### config.mk
export PLATFORM = sky130hd
export DESIGN_NAME = serial_pattern_gen
export DESIGN_NICKNAME = d
export VERILOG_FILES = /design/src/rtl/serial_pattern_gen.sv
export SDC_FILE = /design/constraint.sdc
export NUM_CORES = 1
export LEC_CHECK = 0
export CAP_MARGIN = 10
export CORE_MARGIN = 3
export CORE_UTILIZATION = 51
export CTS_BUF_LIST = sky130_fd_sc_hd__clkbuf_16
export DETAILED_ROUTE_END_ITERATION = 10
export PLACE_DENSITY = 0.8
export SLEW_MARGIN = 20
export SYNTH_ARGS = -nofsm -noshare
export SYNTH_HDL_FRONTEND = slang
export SYNTH_SLANG_ARGS = --single-unit
### constraint.sdc
create_clock -name mclk -period 3.2 [get_ports mclk]
set_clock_uncertainty 0.05 [all_clocks]
set_input_delay 0.32 -clock mclk [delete_from_list [all_inputs] [get_ports mclk]]
set_output_delay 0.32 -clock mclk [all_outputs]
set_load 0.1 [all_outputs]
### src/rtl/serial_pattern_gen.sv
// Serial bit-stream transmitter: loads a WIDTH-bit word and shifts it out MSB-first on x.
// Define SERIAL_GEN_PARITY_EN to append one even-parity bit to every frame.
module serial_pattern_gen #(
    parameter int   WIDTH    = 8,
    parameter logic IDLE_BIT = 1'b0
) (
    input  logic             mclk,
    input  logic             rst,
    input  logic [WIDTH-1:0] data_in,
    input  logic             load,
    output logic             ready,
    output logic             x,
    output logic             frame,
    output logic             done,
    output logic [7:0]       frame_cnt
);

    localparam int CNT_W = $clog2(WIDTH);
    localparam logic [CNT_W-1:0] LAST_BIT = CNT_W'(WIDTH - 1);

`ifdef SERIAL_GEN_PARITY_EN
    typedef enum logic [1:0] {IDLE, SHIFT, PAR} state_t;
`else
    typedef enum logic {IDLE, SHIFT} state_t;
`endif

    state_t           state, state_n;
    logic [WIDTH-1:0] shreg, shreg_n;
    logic [CNT_W-1:0] cnt, cnt_n;
    logic             x_n, frame_n, done_n, ready_n;
    logic [7:0]       frame_cnt_n;

    // Outputs are computed one cycle ahead so every output leaves a flop.
    // The shift register rotates rather than shifts so its parity stays that of the loaded word.
    always_comb begin
        state_n     = state;
        shreg_n     = shreg;
        cnt_n       = cnt;
        x_n         = IDLE_BIT;
        frame_n     = 1'b0;
        done_n      = 1'b0;
        ready_n     = 1'b0;
        frame_cnt_n = frame_cnt;
        case (state)
            IDLE: begin
                ready_n = 1'b1;
                if (load && ready) begin
                    state_n = SHIFT;
                    shreg_n = data_in;
                    cnt_n   = '0;
                    x_n     = data_in[WIDTH-1];
                    frame_n = 1'b1;
                    ready_n = 1'b0;
                end
            end
            SHIFT: begin
                shreg_n = {shreg[WIDTH-2:0], shreg[WIDTH-1]};
                if (cnt == LAST_BIT) begin
`ifdef SERIAL_GEN_PARITY_EN
                    state_n = PAR;
                    x_n     = ^shreg;
                    frame_n = 1'b1;
`else
                    state_n     = IDLE;
                    done_n      = 1'b1;
                    ready_n     = 1'b1;
                    frame_cnt_n = frame_cnt + 8'd1;
`endif
                end else begin
                    cnt_n   = cnt + 1'b1;
                    x_n     = shreg[WIDTH-2];
                    frame_n = 1'b1;
                end
            end
`ifdef SERIAL_GEN_PARITY_EN
            PAR: begin
                state_n     = IDLE;
                done_n      = 1'b1;
                ready_n     = 1'b1;
                frame_cnt_n = frame_cnt + 8'd1;
            end
`endif
            default: begin
                state_n = IDLE;
                ready_n = 1'b1;
            end
        endcase
    end

    always_ff @(posedge mclk) begin
        if (rst) begin
            state     <= IDLE;
            shreg     <= '0;
            cnt       <= '0;
            x         <= IDLE_BIT;
            frame     <= 1'b0;
            done      <= 1'b0;
            ready     <= 1'b1;
            frame_cnt <= 8'd0;
        end else begin
            state     <= state_n;
            shreg     <= shreg_n;
            cnt       <= cnt_n;
            x         <= x_n;
            frame     <= frame_n;
            done      <= done_n;
            ready     <= ready_n;
            frame_cnt <= frame_cnt_n;
        end
    end

endmodule

==> impl_metrics.py, run 1 <==
metrics = {
    "floorplan": {
        "die-area_mm2": 0.00254,
        "ios": 23,
        "fp.dieW_um": 50.4,
        "start_util_pct": 56.3,
        "die_height_um": 50.4,
        "num_rows": 15,
        "core_mm2": 0.00178,
    },
    "sta": {
        "tightest_slew_ns": 0.973,
        "drv_slew": 0,
        "min_period_ns": 2.18,
        "setup_violations": 0,
        "tns_ns": 0,
        "fin_ws_ns": 1.02,
        "hold_viol": 0,
        "fin_crit_sh_pct": 68.2,
        "relSlewSlack_pct": 35.0,
        "fmax_ghz": 0.458,
        "rsz0062_at_grt": "no",
    },
    "clock_tree": {
        "cts_hold_buf": 0,
        "cts.sinks": 23,
        "cts_setup_buffers": 0,
        "cts_resized": 0,
        "cts_tree": "done",
        "numCtsBuffers": 3,
        "cts_root_buf": "clkbuf_16",
        "clk_path_buf_depth": 2,
        "path_clk_slew_ns": 0.06,
        "htree_levels": 1,
        "insertion_delay_ns": 0.25,
    },
    "min_path": {
        "worst_hold_startpoint": "shreg[4]",
        "hold_class": "reg2reg",
        "min_path_cells": 2,
        "whs_endpoint": "shreg[4]",
    },
    "final_layout": {
        "antenna_cells": 0,
        "drive_gt1_share_pct": 6.67,
        "layout.nets": 151,
        "fin_util_pct": 72.7,
        "final_cell_area_mm2": 0.00130,
        "syn2layout_area_growth_pct": 29.2,
        "final_common_cell": "dfxtp_1",
        "final_cell_mix": "dfxtp_1, clkdlybuf4s50_1, nand2_1",
    },
    "power_and_ir_drop": {
        "irDropWorstVdd_mv": 0.376,
        "power_density_mw_per_mm2": 512,
        "p_leak_nw": 0.490,
    },
    "synth": {
        "synth_cell_types": 31,
        "yosysWarnings": 0,
        "synth_area_mm2": 0.00100,
        "async_flop_share_pct": 0,
        "ys_seq_area_share_pct": 45.9,
        "synth_enable_flop_cells": 0,
        "synth_fp_nets": 131,
        "ys_seq_elements": 23,
        "synth_ff_type": "dfxtp_1",
        "synth_area_per_cell_um2": 8.65,
        "syn_inst": 116,
    },
    "critical_path": {
        "reg2reg_slack_ns": 1.38,
        "path_delay_family": "buffers and inverters",
        "cp_cell_sequence": "clkdlybuf4s50_1",
        "cp.arrival_ns": 1.81,
        "cp_max_fo": 6,
        "rr_startpoint": "cnt[0]",
        "crit_type": "reg2out",
        "crit_path_top_delay_cell": "clkdlybuf4s50_1",
        "reg2reg_depth": 5,
        "reg2reg_to": "frame_cnt[7]",
        "path_buf_inv": 1,
        "crit_path_end_kind": "primary output",
        "cp.required_ns": 2.83,
        "crit_path_start_kind": "register",
        "cpPeakStageDelay_ns": 1.16,
    },
    "placement": {
        "pre_cts_slack_ns": 1.29,
        "dp_hpwl_mm": 1.41,
        "place_area_mm2": 0.00122,
        "port_buffers": 22,
        "globalplace.congestion": 0.796,
    },
    "drt": {
        "routed_wl_mm": 2.13,
        "drt_iter0_drc": 31,
        "avgRoutedWirePerCell_um": 13.3,
        "dr.pass1.iters": 4,
        "ant_nets": 0,
        "drc": 0,
        "vias": 901,
        "avgViaCountPerCell": 5.63,
    },
    "grt": {
        "grt_pass1_wl_mm": 3.68,
        "grt_overflow_total": 0,
        "grt_max_degree": 24,
        "gr-usage-all-layers_pct": 18.7,
        "grt_pass1_vias": 838,
        "antenna_found_initial": 0,
    },
    "outcome": {
        "status": "completed",
    },
    "flow_run": {
        "max_cap_viol_count": 0,
    },
}
-- Yosys cell counts, types with 2 or more instances --
library cell	count	area, um2
a211oi_1	2	15.0
a21oi_1	8	40.0
a311oi_1	7	61.3
buf_2	5	25.0
clkbuf_1	2	7.51
dfxtp_1	23	460
ha_1	4	50.1
inv_1	2	7.51
nand2_1	14	52.6
nand3_1	10	50.1
nor2_1	12	45.0
o211ai_1	2	15.0
o21ai_0	4	20.0
or3_1	4	25.0
-- sequential cells by signal, summed over array words and instances (netlist names) --
| name | count |
|---|---|
| done | 1 |
| x | 1 |
| shreg | 8 |
| frame_cnt | 8 |
| ready | 1 |
| cnt | 3 |
| state | 1 |
-- stage by stage --
stage          power [W]  hold WS (ns)  cells
6_report        0.000664         0.430    160
5_1_grt         0.000692         0.460    160
4_1_cts         0.000670         0.433    160
3_5_place_dp    0.000411         0.424    156
3_3_place_gp    0.000409         0.412    156
2_1_floorplan   0.000386         0.342    116
-- layer usage --
metal	global-route usage, %	share of wire [%]
met4	6.73	0.61
met1	23.9	46
met3	5.34	5.6
met5	0	0
met2	29.8	48
-- where the power goes --
group / switching [W] / internal (W)
logic: 0.0000547 / 0.0000330
clock network: 0.0000908 / 0.000166
registers: 0.0000161 / 0.000303
-- layout make-up --
| cell class | instances | area, um2 |
|---|---|---|
| inverters | 3 | 11.3 |
| flip-flops and latches | 23 | 460 |
| clock inverters | 1 | 3.75 |
| clock buffers | 3 | 75.1 |
| well taps | 25 | 31.3 |
| fillers | 137 | 487 |
| multi-input cells | 83 | 499 |
| repair buffers | 22 | 215 |
-- worst max path at each step --
stage / slack (ns) / endpoint / start / cells after the start
finish: 1.02 / frame_cnt[3] / frame_cnt[3] / 1
global route: 0.96 / frame_cnt[3] / frame_cnt[3] / 1
CTS: 1.01 / frame_cnt[0] / frame_cnt[0] / 1
detailed placement: 1.29 / frame_cnt[3] / frame_cnt[3] / 1
global placement: 1.30 / frame_cnt[0] / frame_cnt[0] / 1
floorplan: 1.17 / frame_cnt[4] / frame_cnt[0] / 4
-- cell families (layout without fill, tap and decap cells) --
group | Yosys count | after routing | share of synthesized area (%)
and+or+nand+nor | 50 | 50 | 24.8
AOI/OAI and AO/OA | 26 | 26 | 17.2
DFF | 23 | 23 | 45.9
buffers and inverters | 10 | 29 | 4.36
adders and majority gates | 4 | 4 | 4.99
xor gates and xnor gates | 2 | 2 | 1.75
muxes | 1 | 1 | 0.998
No activity file was read; power rests on OpenSTA's default activity.
==> run 2, diff against run 1 <==
--- a/config.mk
+++ b/config.mk
@@ -7,10 +7,10 @@
 export LEC_CHECK = 0
 export CAP_MARGIN = 10
 export CORE_MARGIN = 3
-export CORE_UTILIZATION = 51
+export CORE_UTILIZATION = 48
 export CTS_BUF_LIST = sky130_fd_sc_hd__clkbuf_16
 export DETAILED_ROUTE_END_ITERATION = 10
-export PLACE_DENSITY = 0.8
+export PLACE_DENSITY = 0.76
 export SLEW_MARGIN = 20
 export SYNTH_ARGS = -nofsm -noshare
 export SYNTH_HDL_FRONTEND = slang
==> constraint.sdc (replaced) <==
create_clock -name mclk -period 2.19 [get_ports mclk]
set_clock_uncertainty 0.05 [all_clocks]
set_input_delay 0.219 -clock mclk [delete_from_list [all_inputs] [get_ports mclk]]
set_output_delay 0.219 -clock mclk [all_outputs]
set_load 0.1 [all_outputs]
==> run 2 against run 1 <==
Compared with the run above: clock power grew 50%; largest cell class unchanged; combinational power grew 45%; critical path depth grew 4; largest power group unchanged; highest routed layer unchanged; sequential share of layout area grew 0.70 points; global-route usage shrank 1.2 points; final cell count is the same; routed wire length shrank 5.1%; die area grew 5.5%; total power grew 47%; worst setup slack lost 0.62 ns.
==> impl_metrics.py, run 2 (synthesis results as in run 1) <==
metrics = {
    "floorplan": {
        "num_rows": 15,
        "die_height_um": 51.7,
        "start_util_pct": 54.6,
        "ios": 23,
        "core_mm2": 0.00184,
        "fp.dieW_um": 51.7,
        "die-area_mm2": 0.00267,
    },
    "drt": {
        "avgViaCountPerCell": 5.58,
        "dr.pass1.iters": 4,
        "drc": 0,
        "avgRoutedWirePerCell_um": 12.6,
        "routed_wl_mm": 2.02,
        "vias": 892,
        "top_layer": "met4",
        "wl_met3_um": 85,
        "route.met2.wl_um": 957,
        "ant_nets": 0,
        "drt_iter0_drc": 11,
        "wl_met1_um": 947,
    },
    "final_layout": {
        "final_cell_mix": "dfxtp_1, nand2_1, nor2_1, buf_4",
        "drive_gt1_share_pct": 14.1,
        "final_common_cell": "dfxtp_1",
        "layout.nets": 151,
        "fin_util_pct": 69.1,
        "antenna_cells": 0,
        "reg.largest.list": "frame_cnt: 8 flops, shreg: 8 flops, cnt: 3 flops",
        "syn2layout_area_growth_pct": 26.7,
    },
    "sta": {
        "min_period_ns": 1.79,
        "setup_violations": 0,
        "tns_ns": 0,
        "tightest_slew_ns": 0.809,
        "rsz0062_at_grt": "no",
        "fin_crit_sh_pct": 81.9,
        "hold_viol": 0,
        "fmax_ghz": 0.558,
        "relSlewSlack_pct": 45.9,
        "whs_ns": 0.431,
        "drv_slew": 0,
    },
    "critical_path": {
        "rr_startpoint": "cnt[0]",
        "cp_cell_sequence": "ha_1, ha_1, nand4_2, or4_1, a21oi_1",
        "crit_type": "reg2reg",
        "cpPeakStageDelay_ns": 0.50,
        "reg2reg_depth": 5,
        "path_buf_inv": 0,
        "reg2reg_to": "frame_cnt[7]",
        "reg2reg_slack_ns": 0.40,
        "cp_max_fo": 6,
        "crit_path_end_kind": "register",
        "crit_path_top_delay_cell": "or4_1",
        "crit_path_start_kind": "register",
        "path_delay_family": "simple AND/OR/NAND/NOR gates",
        "cp.arrival_ns": 1.91,
        "cp.required_ns": 2.31,
        "crit_top_cell": "ha_1",
    },
    "grt": {
        "grt_pass1_vias": 807,
        "grt_max_degree": 24,
        "gr-usage-all-layers_pct": 17.4,
        "grt_overflow_total": 0,
        "antenna_found_initial": 0,
        "grt_pass1_wl_mm": 3.52,
    },
    "clock_tree": {
        "htree_levels": 1,
        "cts_hold_buf": 0,
        "clk_path_buf_depth": 2,
        "cts_tree": "done",
        "cts_resized": 0,
        "cts_setup_buffers": 0,
        "cts.sinks": 23,
        "insertion_delay_ns": 0.25,
        "cts_root_buf": "clkbuf_16",
        "path_clk_slew_ns": 0.06,
        "numCtsBuffers": 3,
    },
    "placement": {
        "globalplace.congestion": 0.704,
        "port_buffers": 22,
        "dp_hpwl_mm": 1.38,
    },
    "min_path": {
        "whs_endpoint": "frame_cnt[7]",
        "hold_class": "reg2reg",
        "min_path_cells": 2,
        "worst_hold_startpoint": "frame_cnt[7]",
    },
    "outcome": {
        "status": "completed",
    },
    "flow_run": {
        "max_cap_viol_count": 0,
    },
    "power_and_ir_drop": {
        "p_leak_nw": 0.510,
        "power_density_mw_per_mm2": 770,
        "irDropWorstVdd_mv": 0.475,
    },
}
==> run 2: changes by cell type in the layout (fill, tap and decap cells not counted) <==
cell / before / now
buf_4: 2 / 12
clkdlybuf4s50_1: 20 / 10
==> run 2: worst max-delay path by stage <==
stage / cells past startpoint / from / to / slack [ns]
2_1_floorplan: 4 / frame_cnt[0] / frame_cnt[4] / 0.16
3_3_place_gp: 5 / cnt[0] / frame_cnt[7] / 0.44
3_5_place_dp: 5 / cnt[0] / frame_cnt[7] / 0.41
4_1_cts: 5 / cnt[0] / frame_cnt[7] / 0.38
5_1_grt: 5 / cnt[0] / frame_cnt[7] / 0.20
6_report: 5 / cnt[0] / frame_cnt[7] / 0.40
==> run 2: final cells by class <==
cell class / count / area [um2]
timing repair buffer: 22 / 190
sequential: 23 / 460
fill: 161 / 568
clock inverter: 1 / 3.75
clock buffer: 3 / 75.1
inverter: 3 / 11.3
multi-input combinational: 83 / 499
tap: 25 / 31.3
==> run 2: metrics by stage <==
stage	instance area, um2	worst slack, ns	power, W	cells
4_1_cts	1270	0.384	0.000987	160
2_1_floorplan	1000	0.159	0.000564	116
3_3_place_gp	1190	0.444	0.000597	156
5_1_grt	1270	0.197	0.00102	160
3_5_place_dp	1190	0.413	0.000600	156
6_report	1270	0.397	0.000978	160
==> run 2: tightest hold or removal path: stages (launching register included) <==
cell	delay, ns
dfxtp_1	0.31
o31ai_1	0.06
a21oi_1	0.06
==> run 2: power by group <==
part	internal [W]	switching, W	total [W]
Sequential	0.000442	0.0000232	0.000465
Combinational	0.0000479	0.0000795	0.000127
Clock	0.000243	0.000142	0.000386
==> run 2: per-layer routing <==
metal | up-vias | GRT usage, %
li1 | 454 | -
met2 | 21 | 27.8
met5 | - | 0
met1 | 413 | 22.7
met4 | 0 | 7.86
met3 | 4 | 3.44
==> run 3, diff against run 2 <==
--- a/config.mk
+++ b/config.mk
@@ -7,10 +7,10 @@
 export LEC_CHECK = 0
 export CAP_MARGIN = 10
 export CORE_MARGIN = 3
-export CORE_UTILIZATION = 48
+export CORE_UTILIZATION = 43
 export CTS_BUF_LIST = sky130_fd_sc_hd__clkbuf_16
 export DETAILED_ROUTE_END_ITERATION = 10
-export PLACE_DENSITY = 0.76
+export PLACE_DENSITY = 0.72
 export SLEW_MARGIN = 20
 export SYNTH_ARGS = -nofsm -noshare
 export SYNTH_HDL_FRONTEND = slang
==> constraint.sdc (replaced) <==
create_clock -name mclk -period 1.6 [get_ports mclk]
set_clock_uncertainty 0.05 [all_clocks]
set_input_delay 0.16 -clock mclk [delete_from_list [all_inputs] [get_ports mclk]]
set_output_delay 0.16 -clock mclk [all_outputs]
set_load 0.1 [all_outputs]
==> run 3 against run 2 <==
Compared with the run above: global-route usage is 0.83 points higher; routed wire length is 18% higher; fmax is 14% higher; register-to-register slack worse by 0.37 ns; total power is 40% higher; sequential share of layout area is 4.9 points lower; clock power is 37% higher; core utilization is 4.7 points higher; critical endpoint unchanged; worst hold slack better by 0.0035 ns; design area is 21% higher.
==> impl_metrics.py, run 3 (synthesis results as in run 1) <==
metrics = {
    "clock_tree": {
        "cts.sinks": 23,
        "path_clk_slew_ns": 0.06,
        "insertion_delay_ns": 0.25,
        "cts_root_buf": "clkbuf_16",
        "htree_levels": 1,
        "cts_hold_buf": 0,
        "clk_path_buf_depth": 2,
        "numCtsBuffers": 3,
        "cts_tree": "done",
    },
    "critical_path": {
        "cp_max_fo": 5,
        "cp.arrival_ns": 1.71,
        "crit_path_top_delay_cell": "or4_4",
        "reg2reg_slack_ns": 0.03,
        "cpPeakStageDelay_ns": 0.53,
        "crit_path_start_kind": "register",
        "rr_startpoint": "cnt[1]",
        "crit_top_cell": "ha_4",
        "path_delay_family": "simple AND/OR/NAND/NOR gates",
        "path_buf_inv": 0,
        "cp_cell_sequence": "ha_4, ha_4, nand4_4, or4_4, a21oi_2",
        "crit_path_end_kind": "register",
        "reg2reg_to": "frame_cnt[7]",
        "cp.required_ns": 1.74,
        "reg2reg_depth": 5,
        "crit_type": "reg2reg",
    },
    "floorplan": {
        "start_util_pct": 48.2,
        "core_mm2": 0.00208,
        "die-area_mm2": 0.00295,
        "die_height_um": 54.3,
        "num_rows": 16,
        "fp.dieW_um": 54.3,
        "ios": 23,
    },
    "placement": {
        "port_buffers": 22,
        "globalplace.congestion": 0.734,
        "dp_hpwl_mm": 1.58,
        "place_inst": 163,
        "place_area_mm2": 0.00140,
    },
    "grt": {
        "grt_overflow_total": 0,
        "grt_pass1_wl_mm": 3.86,
        "antenna_found_initial": 0,
        "gr-usage-all-layers_pct": 18.3,
        "grt_max_degree": 24,
        "grt_pass1_vias": 866,
    },
    "drt": {
        "avgRoutedWirePerCell_um": 14.2,
        "avgViaCountPerCell": 5.61,
        "drt_iter0_drc": 19,
        "routed_wl_mm": 2.38,
        "vias": 942,
        "drc": 0,
        "ant_nets": 0,
        "dr.pass1.iters": 4,
    },
    "final_layout": {
        "final_cell_mix": "nand2_1, nor2_1, dfxtp_1, buf_12, clkdlybuf4s50_1",
        "fin_util_pct": 73.8,
        "num-fill-cells": 154,
        "seq_area_um2": 482,
        "syn2layout_area_growth_pct": 53.1,
        "drive_gt1_share_pct": 29.1,
        "final_common_cell": "nand2_1",
        "multi_input_area_um2": 546,
        "antenna_cells": 0,
        "layoutNonFillerInstCount": 168,
        "layout.nets": 157,
        "final_cell_area_mm2": 0.00154,
        "reg.largest.list": "frame_cnt: 8 flops, shreg: 8 flops, cnt: 3 flops",
    },
    "sta": {
        "min_period_ns": 1.57,
        "fmax_ghz": 0.637,
        "setup_violations": 0,
        "fin_crit_sh_pct": 98.1,
        "tightest_slew_ns": 0.404,
        "hold_viol": 0,
        "drv_slew": 0,
        "whs_ns": 0.435,
        "relSlewSlack_pct": 73.0,
    },
    "min_path": {
        "worst_hold_startpoint": "shreg[0]",
        "min_path_cells": 2,
        "hold_class": "reg2reg",
        "whs_endpoint": "shreg[0]",
    },
    "power_and_ir_drop": {
        "power_density_mw_per_mm2": 893,
        "irDropWorstVdd_mv": 0.934,
        "p_leak_nw": 0.583,
        "design_power_total_w": 0.00137,
    },
    "flow_run": {
        "max_cap_viol_count": 0,
    },
    "outcome": {
        "status": "completed",
    },
}
run 3: changes by cell type in the layout (fill, tap and decap cells not counted), moves of 2 or more:
cell / before / now
ha_4: 0 / 2
dfxtp_2: 0 / 8
dfxtp_4: 0 / 3
buf_12: 0 / 12
dfxtp_1: 23 / 12
buf_4: 12 / 6
ha_1: 4 / 2
run 3: area by class of cell:
type | count | area share, %
flip-flops and latches | 23 | 31.4
clock buffers | 3 | 4.89
well taps | 27 | 2.20
repair buffers | 28 | 25.1
inverters | 3 | 0.733
clock inverters | 1 | 0.244
multi-input cells | 83 | 35.5
run 3: worst max-delay path by stage:
stage            from      endpoint  slack (ns)  depth (start not counted)
2_1_floorplan   state  frame_cnt[7]       0.002                          3
3_3_place_gp   cnt[0]  frame_cnt[7]        0.04                          5
3_5_place_dp   cnt[1]  frame_cnt[7]      -0.008                          5
4_1_cts        cnt[1]  frame_cnt[7]      -0.003                          5
5_1_grt        cnt[1]  frame_cnt[7]       -0.02                          5
6_report       cnt[1]  frame_cnt[7]        0.03                          5
run 3: power by group:
part           switching (W)  leakage [nW]  internal [W]
combinational       0.000123         0.347     0.0000918
sequential         0.0000279         0.193      0.000603
clock               0.000194        0.0423      0.000333
run 3: layer usage:
metal  share of wire, %  global-route usage (%)  wire (um)
met1                 41                    21.0        969
met5                  0                       0          0
met2                 53                    32.1       1250
met4               0.96                    6.22         23
met3                5.8                    5.18        139
run 3: tightest hold or removal path, stage by stage, from the launching register on:
cell	delay [ns]
dfxtp_1	0.31
nand2_1	0.05
a311oi_1	0.08
run 3: stage by stage:
step                       TNS, ns  setup WS (ns)
after floorplan                  0        0.00234
after global placement           0         0.0354
after detailed placement  -0.00849       -0.00849
after CTS                 -0.00288       -0.00288
after global routing       -0.0241        -0.0241
final                            0         0.0301
run 3: what timing repair did:
action	in CTS	in global routing
resized for setup	3	6
setup endpoints to repair	4	3
buffers inserted	0	1
pin swaps	0	3
